**src/rtl/spi_host_master_if.sv**
```systemverilog
// Command/response port of the SPI host master.
// The controller drives commands through the master modport; the SPI host
// master consumes them through the slave modport and returns read bytes.
interface spi_host_master_if;
  logic       cmd_valid;
  logic       cmd_ready;
  logic [1:0] cmd_op;
  logic [7:0] cmd_data;
  logic       rsp_valid;
  logic [7:0] rsp_data;

  modport master (
    output cmd_valid,
    output cmd_op,
    output cmd_data,
    input  cmd_ready,
    input  rsp_valid,
    input  rsp_data
  );

  modport slave (
    input  cmd_valid,
    input  cmd_op,
    input  cmd_data,
    output cmd_ready,
    output rsp_valid,
    output rsp_data
  );
endinterface

```
**src/rtl/spi_host_master.sv**
```systemverilog
// SPI host master: serialises 10-bit RAM commands (2-bit op + 8-bit payload)
// into one SS_n-framed transfer at one bit per clk, and for read-data
// commands (op 11) captures an 8-bit MISO reply after TURNAROUND idle cycles.
// Every output is registered: the next-state logic computes the value each
// output must have in the upcoming cycle and the register stage applies it.
module spi_host_master #(
  parameter int unsigned TURNAROUND = 32'd2
) (
  input  logic                     clk,
  input  logic                     rst,
  spi_host_master_if.slave         cmd_if,
  output logic                     busy,
  output logic                     SS_n,
  output logic                     MOSI,
  input  logic                     MISO
);

  typedef enum logic [2:0] {
    ST_IDLE     = 3'd0,
    ST_PREAMBLE = 3'd1,
    ST_SHIFT    = 3'd2,
    ST_WAIT     = 3'd3,
    ST_READ     = 3'd4,
    ST_GAP      = 3'd5
  } state_t;

  // WAIT lasts TURNAROUND cycles, counting down to zero.
  localparam logic [3:0] WAIT_LOAD = 4'(TURNAROUND - 32'd1);

  state_t     state_r, state_s;
  logic [9:0] shift_r, shift_s;
  logic [3:0] cnt_r, cnt_s;
  logic [7:0] rx_r, rx_s;
  logic       read_r, read_s;
  logic       ss_n_r, ss_n_s;
  logic       mosi_r, mosi_s;
  logic       cmd_ready_r, cmd_ready_s;
  logic       rsp_valid_r, rsp_valid_s;
  logic [7:0] rsp_data_r, rsp_data_s;
  logic       busy_r, busy_s;

  // Next-state and next-output logic; outputs describe the upcoming cycle.
  always_comb begin
    state_s     = state_r;
    shift_s     = shift_r;
    cnt_s       = cnt_r;
    rx_s        = rx_r;
    read_s      = read_r;
    ss_n_s      = 1'b1;
    mosi_s      = 1'b0;
    cmd_ready_s = 1'b0;
    rsp_valid_s = 1'b0;
    rsp_data_s  = rsp_data_r;

    case (state_r)
      ST_IDLE: begin
        if (cmd_if.cmd_valid && cmd_ready_r) begin
          state_s = ST_PREAMBLE;
          shift_s = {cmd_if.cmd_op, cmd_if.cmd_data};
          read_s  = (cmd_if.cmd_op == 2'b11);
          ss_n_s  = 1'b0;
          mosi_s  = cmd_if.cmd_op[1];
        end else begin
          cmd_ready_s = 1'b1;
        end
      end
      ST_PREAMBLE: begin
        // First SHIFT cycle presents word bit 9.
        state_s = ST_SHIFT;
        cnt_s   = 4'd9;
        ss_n_s  = 1'b0;
        mosi_s  = shift_r[9];
        shift_s = {shift_r[8:0], 1'b0};
      end
      ST_SHIFT: begin
        if (cnt_r != 4'd0) begin
          cnt_s   = cnt_r - 4'd1;
          ss_n_s  = 1'b0;
          mosi_s  = shift_r[9];
          shift_s = {shift_r[8:0], 1'b0};
        end else if (read_r) begin
          state_s = ST_WAIT;
          cnt_s   = WAIT_LOAD;
          ss_n_s  = 1'b0;
        end else begin
          state_s = ST_GAP;
        end
      end
      ST_WAIT: begin
        ss_n_s = 1'b0;
        if (cnt_r != 4'd0) begin
          cnt_s = cnt_r - 4'd1;
        end else begin
          state_s = ST_READ;
          cnt_s   = 4'd7;
          rx_s    = 8'h00;
        end
      end
      ST_READ: begin
        // MISO is sampled at the edge that ends each READ cycle.
        rx_s = {rx_r[6:0], MISO};
        if (cnt_r != 4'd0) begin
          cnt_s  = cnt_r - 4'd1;
          ss_n_s = 1'b0;
        end else begin
          state_s     = ST_GAP;
          rsp_valid_s = 1'b1;
          rsp_data_s  = {rx_r[6:0], MISO};
        end
      end
      ST_GAP: begin
        state_s     = ST_IDLE;
        cmd_ready_s = 1'b1;
      end
      default: begin
        state_s = ST_IDLE;
      end
    endcase

    busy_s = (state_s != ST_IDLE);
  end

  // State, datapath and registered outputs with synchronous reset.
  always_ff @(posedge clk) begin
    if (rst) begin
      state_r     <= ST_IDLE;
      shift_r     <= 10'h000;
      cnt_r       <= 4'd0;
      rx_r        <= 8'h00;
      read_r      <= 1'b0;
      ss_n_r      <= 1'b1;
      mosi_r      <= 1'b0;
      cmd_ready_r <= 1'b0;
      rsp_valid_r <= 1'b0;
      rsp_data_r  <= 8'h00;
      busy_r      <= 1'b0;
    end else begin
      state_r     <= state_s;
      shift_r     <= shift_s;
      cnt_r       <= cnt_s;
      rx_r        <= rx_s;
      read_r      <= read_s;
      ss_n_r      <= ss_n_s;
      mosi_r      <= mosi_s;
      cmd_ready_r <= cmd_ready_s;
      rsp_valid_r <= rsp_valid_s;
      rsp_data_r  <= rsp_data_s;
      busy_r      <= busy_s;
    end
  end

  assign cmd_if.cmd_ready = cmd_ready_r;
  assign cmd_if.rsp_valid = rsp_valid_r;
  assign cmd_if.rsp_data  = rsp_data_r;
  assign busy             = busy_r;
  assign SS_n             = ss_n_r;
  assign MOSI             = mosi_r;

endmodule

```
**src/flat_wrapper.sv**
```systemverilog
// flat-port wrapper written by rule: the top's interface ports become plain ports
module spi_host_master_flat 
#(
  parameter int unsigned TURNAROUND = 32'd2
)
  (clk, rst, busy, SS_n, MOSI, MISO, cmd_if_cmd_valid, cmd_if_cmd_op, cmd_if_cmd_data, cmd_if_cmd_ready, cmd_if_rsp_valid, cmd_if_rsp_data);
  spi_host_master_if cmd_if_i ();
  input  logic clk;
  input  logic rst;
  output logic busy;
  output logic SS_n;
  output logic MOSI;
  input  logic MISO;
  input wire logic [$bits(cmd_if_i.cmd_valid)-1:0] cmd_if_cmd_valid;
  input wire logic [$bits(cmd_if_i.cmd_op)-1:0] cmd_if_cmd_op;
  input wire logic [$bits(cmd_if_i.cmd_data)-1:0] cmd_if_cmd_data;
  output wire logic [$bits(cmd_if_i.cmd_ready)-1:0] cmd_if_cmd_ready;
  output wire logic [$bits(cmd_if_i.rsp_valid)-1:0] cmd_if_rsp_valid;
  output wire logic [$bits(cmd_if_i.rsp_data)-1:0] cmd_if_rsp_data;
  assign cmd_if_i.cmd_valid = cmd_if_cmd_valid;
  assign cmd_if_i.cmd_op = cmd_if_cmd_op;
  assign cmd_if_i.cmd_data = cmd_if_cmd_data;
  assign cmd_if_cmd_ready = cmd_if_i.cmd_ready;
  assign cmd_if_rsp_valid = cmd_if_i.rsp_valid;
  assign cmd_if_rsp_data = cmd_if_i.rsp_data;
  spi_host_master #(.TURNAROUND(TURNAROUND)) u_core (.clk(clk), .rst(rst), .cmd_if(cmd_if_i), .busy(busy), .SS_n(SS_n), .MOSI(MOSI), .MISO(MISO));
endmodule
```
**config.mk**
```make
export PLATFORM = sky130hd
export DESIGN_NAME = spi_host_master_flat
export DESIGN_NICKNAME = d
export VERILOG_FILES = /design/src/rtl/spi_host_master_if.sv /design/src/rtl/spi_host_master.sv /design/src/flat_wrapper.sv
export SDC_FILE = /design/constraint.sdc
export NUM_CORES = 1
export LEC_CHECK = 0
export CAP_MARGIN = 20
export CELL_PAD_IN_SITES_DETAIL_PLACEMENT = 0
export CELL_PAD_IN_SITES_GLOBAL_PLACEMENT = 1
export CORE_ASPECT_RATIO = 1.25
export CORE_MARGIN = 4
export CORE_UTILIZATION = 41
export CTS_BUF_LIST = sky130_fd_sc_hd__clkbuf_4 sky130_fd_sc_hd__clkbuf_8
export DETAILED_ROUTE_END_ITERATION = 8
export PLACE_DENSITY_LB_ADDON = 0.1
export SKIP_CTS_REPAIR_TIMING = 1
export SYNTH_ARGS = -nofsm -noshare
export SYNTH_HDL_FRONTEND = slang
export SYNTH_SLANG_ARGS = --single-unit
```
**constraint.sdc**
```tcl
create_clock -name clk -period 2.4 [get_ports clk]
set_input_delay 0.36 -clock clk [delete_from_list [all_inputs] [get_ports clk]]
set_output_delay 0.36 -clock clk [all_outputs]
set_load 0.01 [all_outputs]
```
==> flow_metrics.tcl, run 1 <==
set metrics [dict create \
    status "complete, no violations" \
    cts_tree "built" \
    slew_viol_final 0 \
    diodes 0 \
    dr_total_vias 1544 \
    fin_area_um2 2110 \
    fmax_mhz 512 \
    worst_clock_skew_ns 0.00311 \
    antenna_found_initial 0 \
    setup_tns_ns 0 \
    multiInputGateArea_um2 860 \
    io_pins 27 \
    postPlaceCellArea_um2 2030 \
    drt-initial-drc-count 86 \
    cp_data_required_time_ns 2.62 \
    initial_utilization_pct 43.7 \
    grt_usage_pct 16.1 \
    post-route-period-util_pct 81.3 \
    final_nets 242 \
    antenna_left 0 \
    synth.most_common_cell "dfxtp_1" \
    grt_pass1_vias 1554 \
    synth_top_area_share_pct 44.8 \
    n_fill_cell 401 \
    ys_ff_latch 38 \
    slew_headroom_pct 57.1 \
    drc_errors 0 \
    cts_root_buf "clkbuf_8" \
    total_power_mw 1.82 \
    maxCapViolCount 0 \
    async_flop_share_pct 0 \
    synthToLayoutAreaGrowth_pct 24.1 \
    r2r_cells 7 \
    first_pass_iters 4 \
    gr-total-overflow 0 \
    critPathLaunch "u_core.cnt_r[0]$_SDFFE_PP0P_" \
    die_x_um 65.5 \
    synth_area_um2 1700 \
    viasPerCell 5.49 \
    hold_viol_final 0 \
    ys_types 42 \
    synth_nets 212 \
    leakagePower_nw 0.735 \
    crit_arrival_ns 2.17 \
    cts_inserted_buffers 5 \
    grt_pass1_wl_um 6720 \
    synth_ff_type "dfxtp_1" \
    power_frac_comb_pct 33.8 \
    period_minus_slack_ns 1.95 \
    crit_path_max_fanout 10 \
    crit_end "u_core.shift_r[0]$_SDFFE_PP0P_" \
    pwr-share-clk_pct 22.3 \
    routed_wl_um 3860 \
    clkSlewWorstSetupHoldPaths_ns 0.07 \
    seq_power_share_pct 43.8 \
    ctsLongestPathBuffers 2 \
    stdcell_count 281 \
    placed_cells 274 \
    dpl.hpwl_um 2640 \
    seqCellArea_um2 761 \
    clock-sinks 38 \
    rsz0062_at_grt "no" \
    peakVddDrop_v 0.000456 \
    r2r_setup_slack_ns 0.45 \
    power.density_nw_per_um2 864 \
    switching_share_pct 33.5 \
    yosys_warnings 0 \
    synth_edf_count 0 \
    rows 25 \
    synth_area_leaders "dfxtp_1 (45%), a21oi_1 (7.4%), nand2_1 (5.8%)" \
    core_um2 3880 \
    synth_cells 197 \
    worst_hold_slack_ns 0.458 \
    cp-start-kind "flop" \
    io_buffers 26 \
    worstMarginPinSlew_ns 0.640 \
    drive_gt1_share_pct 9.25 \
    clkLatencyLatePin_ns 0.28 \
    p_switching_mw 0.609 \
    die_h_um 79.9 \
    internal_power_mw 1.21 \
    grt_start_max_net_pins 29 \
    r2r_end "u_core.shift_r[0]$_SDFFE_PP0P_" \
    setup_viol 0 \
    routabilityCongestion 0.853 \
    seq_area_frac_synth_pct 44.8 \
    die_area_um2 5240 \
    crit_path_end_kind "flop" \
    post_drt_wl_per_cell_um 13.7 \
    rr_startpoint "u_core.cnt_r[0]$_SDFFE_PP0P_" \
    min_path_type "flop to flop" \
    cts_htree_levels 2 \
    syn_avg_cell_area_um2 8.61 \
    yosysTopAreaCell "dfxtp_1" \
    synth_common_cells "dfxtp_1 (38), nand2_1 (26), a21oi_1 (25), nor2_1 (15), a211oi_1 (11)" \
    crit_type "flop to flop" \
]
==> state kept, by name (all words and copies together) (netlist names), 3 cells and up <==
register                count
u_core.rx_r                 7
u_core.shift_r             10
u_core.cnt_r                4
u_core.cmd_if.rsp_data      8
u_core.state_r              3
==> metrics by stage <==
| step | setup slack (ns) | utilization (%) |
|---|---|---|
| 4_1_cts | 0.451 | 54.3 |
| 6_report | 0.448 | 54.3 |
| 5_1_grt | 0.297 | 54.3 |
| 2_1_floorplan | 0.631 | - |
| 3_3_place_gp | 0.409 | 52.3 |
| 3_5_place_dp | 0.384 | 52.3 |
==> final cells by class <==
type | instances | area share [%]
sequential | 38 | 36.1
clock inverter | 2 | 0.475
multi-input combinational | 143 | 40.8
inverter | 5 | 0.891
clock buffer | 5 | 3.27
timing repair buffer | 34 | 15.2
tap | 54 | 3.21
==> metal layers <==
| layer | GRT usage [%] | vias to the layer above | part of all wire [%] |
|---|---|---|---|
| met5 | 0 | - | 0 |
| met4 | 5.39 | 0 | 1.2 |
| met3 | 4.93 | 6 | 4.9 |
| met2 | 28.9 | 38 | 49 |
| met1 | 17.8 | 727 | 45 |
| li1 | - | 773 | - |
==> cells by family after synthesis <==
family                     count (synthesis)  synth area share [%]
DFF                                       38                  44.8
xor gates and xnor gates                   2                  1.03
AOI/OAI and AO/OA                         68                  25.7
and+or+nand+nor                           64                  18.5
adders and majority gates                  1                 0.737
muxes                                      8                  4.72
buffers and inverters                     16                  4.50
==> cell usage in the layout, fill, tap and decap left out, drive strengths merged, types with 3 or more instances in the layout <==
master,count
dfxtp,38
o21ai,9
nor2,16
buf,8
nand2,26
nor3,3
a22oi,9
or2,3
inv,5
a21oi,25
nand2b,3
mux2i,8
a211oi,11
clkbuf,5
clkdlybuf4s50,26
==> power by group through the flow <==
stage | clock, mW | sequential, mW | combinational [mW]
after floorplan | 0 | 0.786 | 0.463
after global placement | 0 | 0.807 | 0.605
after detailed placement | 0 | 0.811 | 0.614
after CTS | 0.424 | 0.797 | 0.619
after global routing | 0.455 | 0.812 | 0.689
final | 0.406 | 0.798 | 0.616
==> worst min-delay path by stage <==
| stage | from | to | slack, ns | depth (start not counted) |
|---|---|---|---|---|
| 6_report | u_core.cmd_if.rsp_data[6]$_SDFFE_PP0P_ | u_core.cmd_if.rsp_data[6]$_SDFFE_PP0P_ | 0.46 | 2 |
| 5_1_grt | u_core.cmd_if.rsp_data[3]$_SDFFE_PP0P_ | u_core.cmd_if.rsp_data[3]$_SDFFE_PP0P_ | 0.48 | 2 |
| 4_1_cts | u_core.cmd_if.rsp_data[5]$_SDFFE_PP0P_ | u_core.cmd_if.rsp_data[5]$_SDFFE_PP0P_ | 0.46 | 2 |
| 3_5_place_dp | u_core.cmd_if.rsp_data[3]$_SDFFE_PP0P_ | u_core.cmd_if.rsp_data[3]$_SDFFE_PP0P_ | 0.45 | 2 |
| 3_3_place_gp | u_core.cmd_if.rsp_data[5]$_SDFFE_PP0P_ | u_core.cmd_if.rsp_data[5]$_SDFFE_PP0P_ | 0.44 | 2 |
| 2_1_floorplan | u_core.rx_r[6]$_SDFFE_PP0P_ | u_core.cmd_if.rsp_data[7]$_SDFFE_PP0P_ | 0.43 | 2 |
==> critical path: stages, from the launching register on <==
cell	delay, ns
dfxtp_1	0.37
inv_1	0.06
ha_1	0.25
nor3b_1	0.16
buf_4	0.17
o21a_1	0.21
or4b_1	0.52
a21oi_1	0.14
Note: power is estimated with default switching activity, not from simulation.
==> run 2, diff against run 1 <==
CORE_UTILIZATION = 37   (was 41)
clock period = 1.7 ns   (was 2.4 ns; I/O delays follow)
==> flow_metrics.tcl, run 2 (same netlist as run 1, synthesis figures left out) <==
set metrics [dict create \
    status "complete, no violations" \
    drt-initial-drc-count 170 \
    crit_path_max_fanout 4 \
    worstMarginPinSlew_ns 0.409 \
    rows 27 \
    r2r_setup_slack_ns 0.06 \
    min_path_type "flop to flop" \
    hold_end "u_core.cmd_if.rsp_data[6]$_SDFFE_PP0P_" \
    crit_path_end_kind "flop" \
    setup_viol 0 \
    routabilityCongestion 0.803 \
    setup_tns_ns 0 \
    synthToLayoutAreaGrowth_pct 40.6 \
    gr-total-overflow 0 \
    io_buffers 26 \
    grt_pass1_vias 1567 \
    period_minus_slack_ns 1.64 \
    cts_root_buf "clkbuf_8" \
    die_area_um2 5740 \
    rsz0062_at_grt "yes" \
    cp-start-kind "flop" \
    crit_chain "inv_2, ha_4, nor3b_4, o21a_4, or4b_4, a21oi_2" \
    cts_inserted_buffers 5 \
    min_path_cells 2 \
    die_x_um 68.6 \
    clock-sinks 38 \
    regMostFlops "u_core.shift_r" \
    largest_reg_flops 10 \
    seqCellArea_um2 766 \
    routed_wl_um 4160 \
    fmax_mhz 609 \
    r2r_cells 6 \
    rr_startpoint "u_core.cnt_r[0]$_SDFFE_PP0P_" \
    dr_total_vias 1586 \
    grt_usage_pct 15.0 \
    maxCapViolCount 0 \
    first_pass_iters 6 \
    final_common_cell "dfxtp_1" \
    grt_pass1_wl_um 6820 \
    dpl.hpwl_um 2980 \
    stdcell_count 300 \
    viasPerCell 5.29 \
    post-route-period-util_pct 96.6 \
    cp_slowest_cell "or4b_4" \
    peakVddDrop_v 0.000561 \
    die_h_um 83.7 \
    worst_clock_skew_ns 0.00447 \
    multiInputGateArea_um2 936 \
    r2r_end "u_core.shift_r[0]$_SDFFE_PP0P_" \
    final_nets 256 \
    crit_arrival_ns 1.87 \
    leakagePower_nw 0.857 \
    antenna_found_initial 0 \
    initial_utilization_pct 38.3 \
    critPathMaxStageDelay_ns 0.52 \
    cts_tree "built" \
    cts_htree_levels 2 \
    worstHoldStart "u_core.cmd_if.rsp_data[6]$_SDFFE_PP0P_" \
    antenna_left 0 \
    power.density_nw_per_um2 1340 \
    layout_common_cells "dfxtp_1 (34), clkdlybuf4s50_1 (26), nand2_1 (25)" \
    drc_errors 0 \
    ctsLongestPathBuffers 2 \
    crit_type "flop to flop" \
    diodes 0 \
    io_pins 27 \
    slew_headroom_pct 72.7 \
    cp_data_required_time_ns 1.93 \
    core_um2 4430 \
    grt_start_max_net_pins 19 \
    clkLatencyLatePin_ns 0.29 \
    hold_viol_final 0 \
    drive_gt1_share_pct 22.7 \
    clkSlewWorstSetupHoldPaths_ns 0.08 \
    slew_viol_final 0 \
    n_fill_cell 399 \
    placed_cells 294 \
    post_drt_wl_per_cell_um 13.9 \
]
==> run 2: changes by cell type in the layout (fill, tap and decap cells not counted), sizes merged <==
cell    change
buf        +14
bufinv      +2
clkinv      -1
==> run 2: how the worst max path moves through the flow <==
stage                                       from                             end  cells after the start
floorplan           u_core.cnt_r[0]$_SDFFE_PP0P_  u_core.shift_r[0]$_SDFFE_PP0P_                      7
global placement                cmd_if_cmd_valid  u_core.shift_r[8]$_SDFFE_PP0P_                      6
detailed placement              cmd_if_cmd_valid  u_core.shift_r[5]$_SDFFE_PP0P_                      6
CTS                 u_core.cnt_r[1]$_SDFFE_PP0P_  u_core.shift_r[5]$_SDFFE_PP0P_                      7
global route        u_core.cnt_r[1]$_SDFFE_PP0P_  u_core.shift_r[0]$_SDFFE_PP0P_                      6
finish              u_core.cnt_r[0]$_SDFFE_PP0P_  u_core.shift_r[0]$_SDFFE_PP0P_                      6
==> run 2: routing by layer <==
metal	track usage, %	routed length [um]	vias to the layer above
li1	-	-	797
met1	17.5	1820	764
met2	25.9	2160	21
met3	4.18	142	4
met4	3.80	29	0
met5	0	0	-
==> run 2: layout make-up <==
cell class              instances  share of cell area, %
flip-flops and latches         38                   32.1
inverters                       5                  0.787
well taps                      58                   3.04
repair buffers                 48                   19.0
clock inverters                 3                   2.89
multi-input cells             143                   39.2
clock buffers                   5                   2.89
==> run 2: per-stage QoR <==
stage | total power [mW] | setup WS (ns) | instance area, um^2 | util (%) | hold WS, ns
2_1_floorplan | 1.77 | 0.00736 | 1700 | - | 0.391
3_3_place_gp | 2.20 | -0.158 | 2180 | 49.3 | 0.445
3_5_place_dp | 2.23 | -0.254 | 2180 | 49.3 | 0.447
4_1_cts | 3.16 | -0.184 | 2320 | 52.4 | 0.459
5_1_grt | 3.41 | -0.00766 | 2380 | 53.9 | 0.474
6_report | 3.21 | 0.0585 | 2380 | 53.9 | 0.452
==> run 2: critical path: cells and delay by family (launching register included) <==
| family | cells | cell delay, ns |
|---|---|---|
| AO/OA/AOI/OAI | 2 | 0.36 |
| adder cells (fa/ha/maj) | 1 | 0.15 |
| buffers and inverters | 1 | 0.04 |
| flip-flops | 1 | 0.34 |
| AND/OR/NAND/NOR | 2 | 0.69 |
==> run 2: report_power, final <==
part           leakage [nW]  switching [mW]  total (mW)  internal, mW
combinational         0.478           0.554        1.17         0.612
clock                0.0683           0.330       0.918         0.588
sequential            0.311          0.0974        1.12          1.03
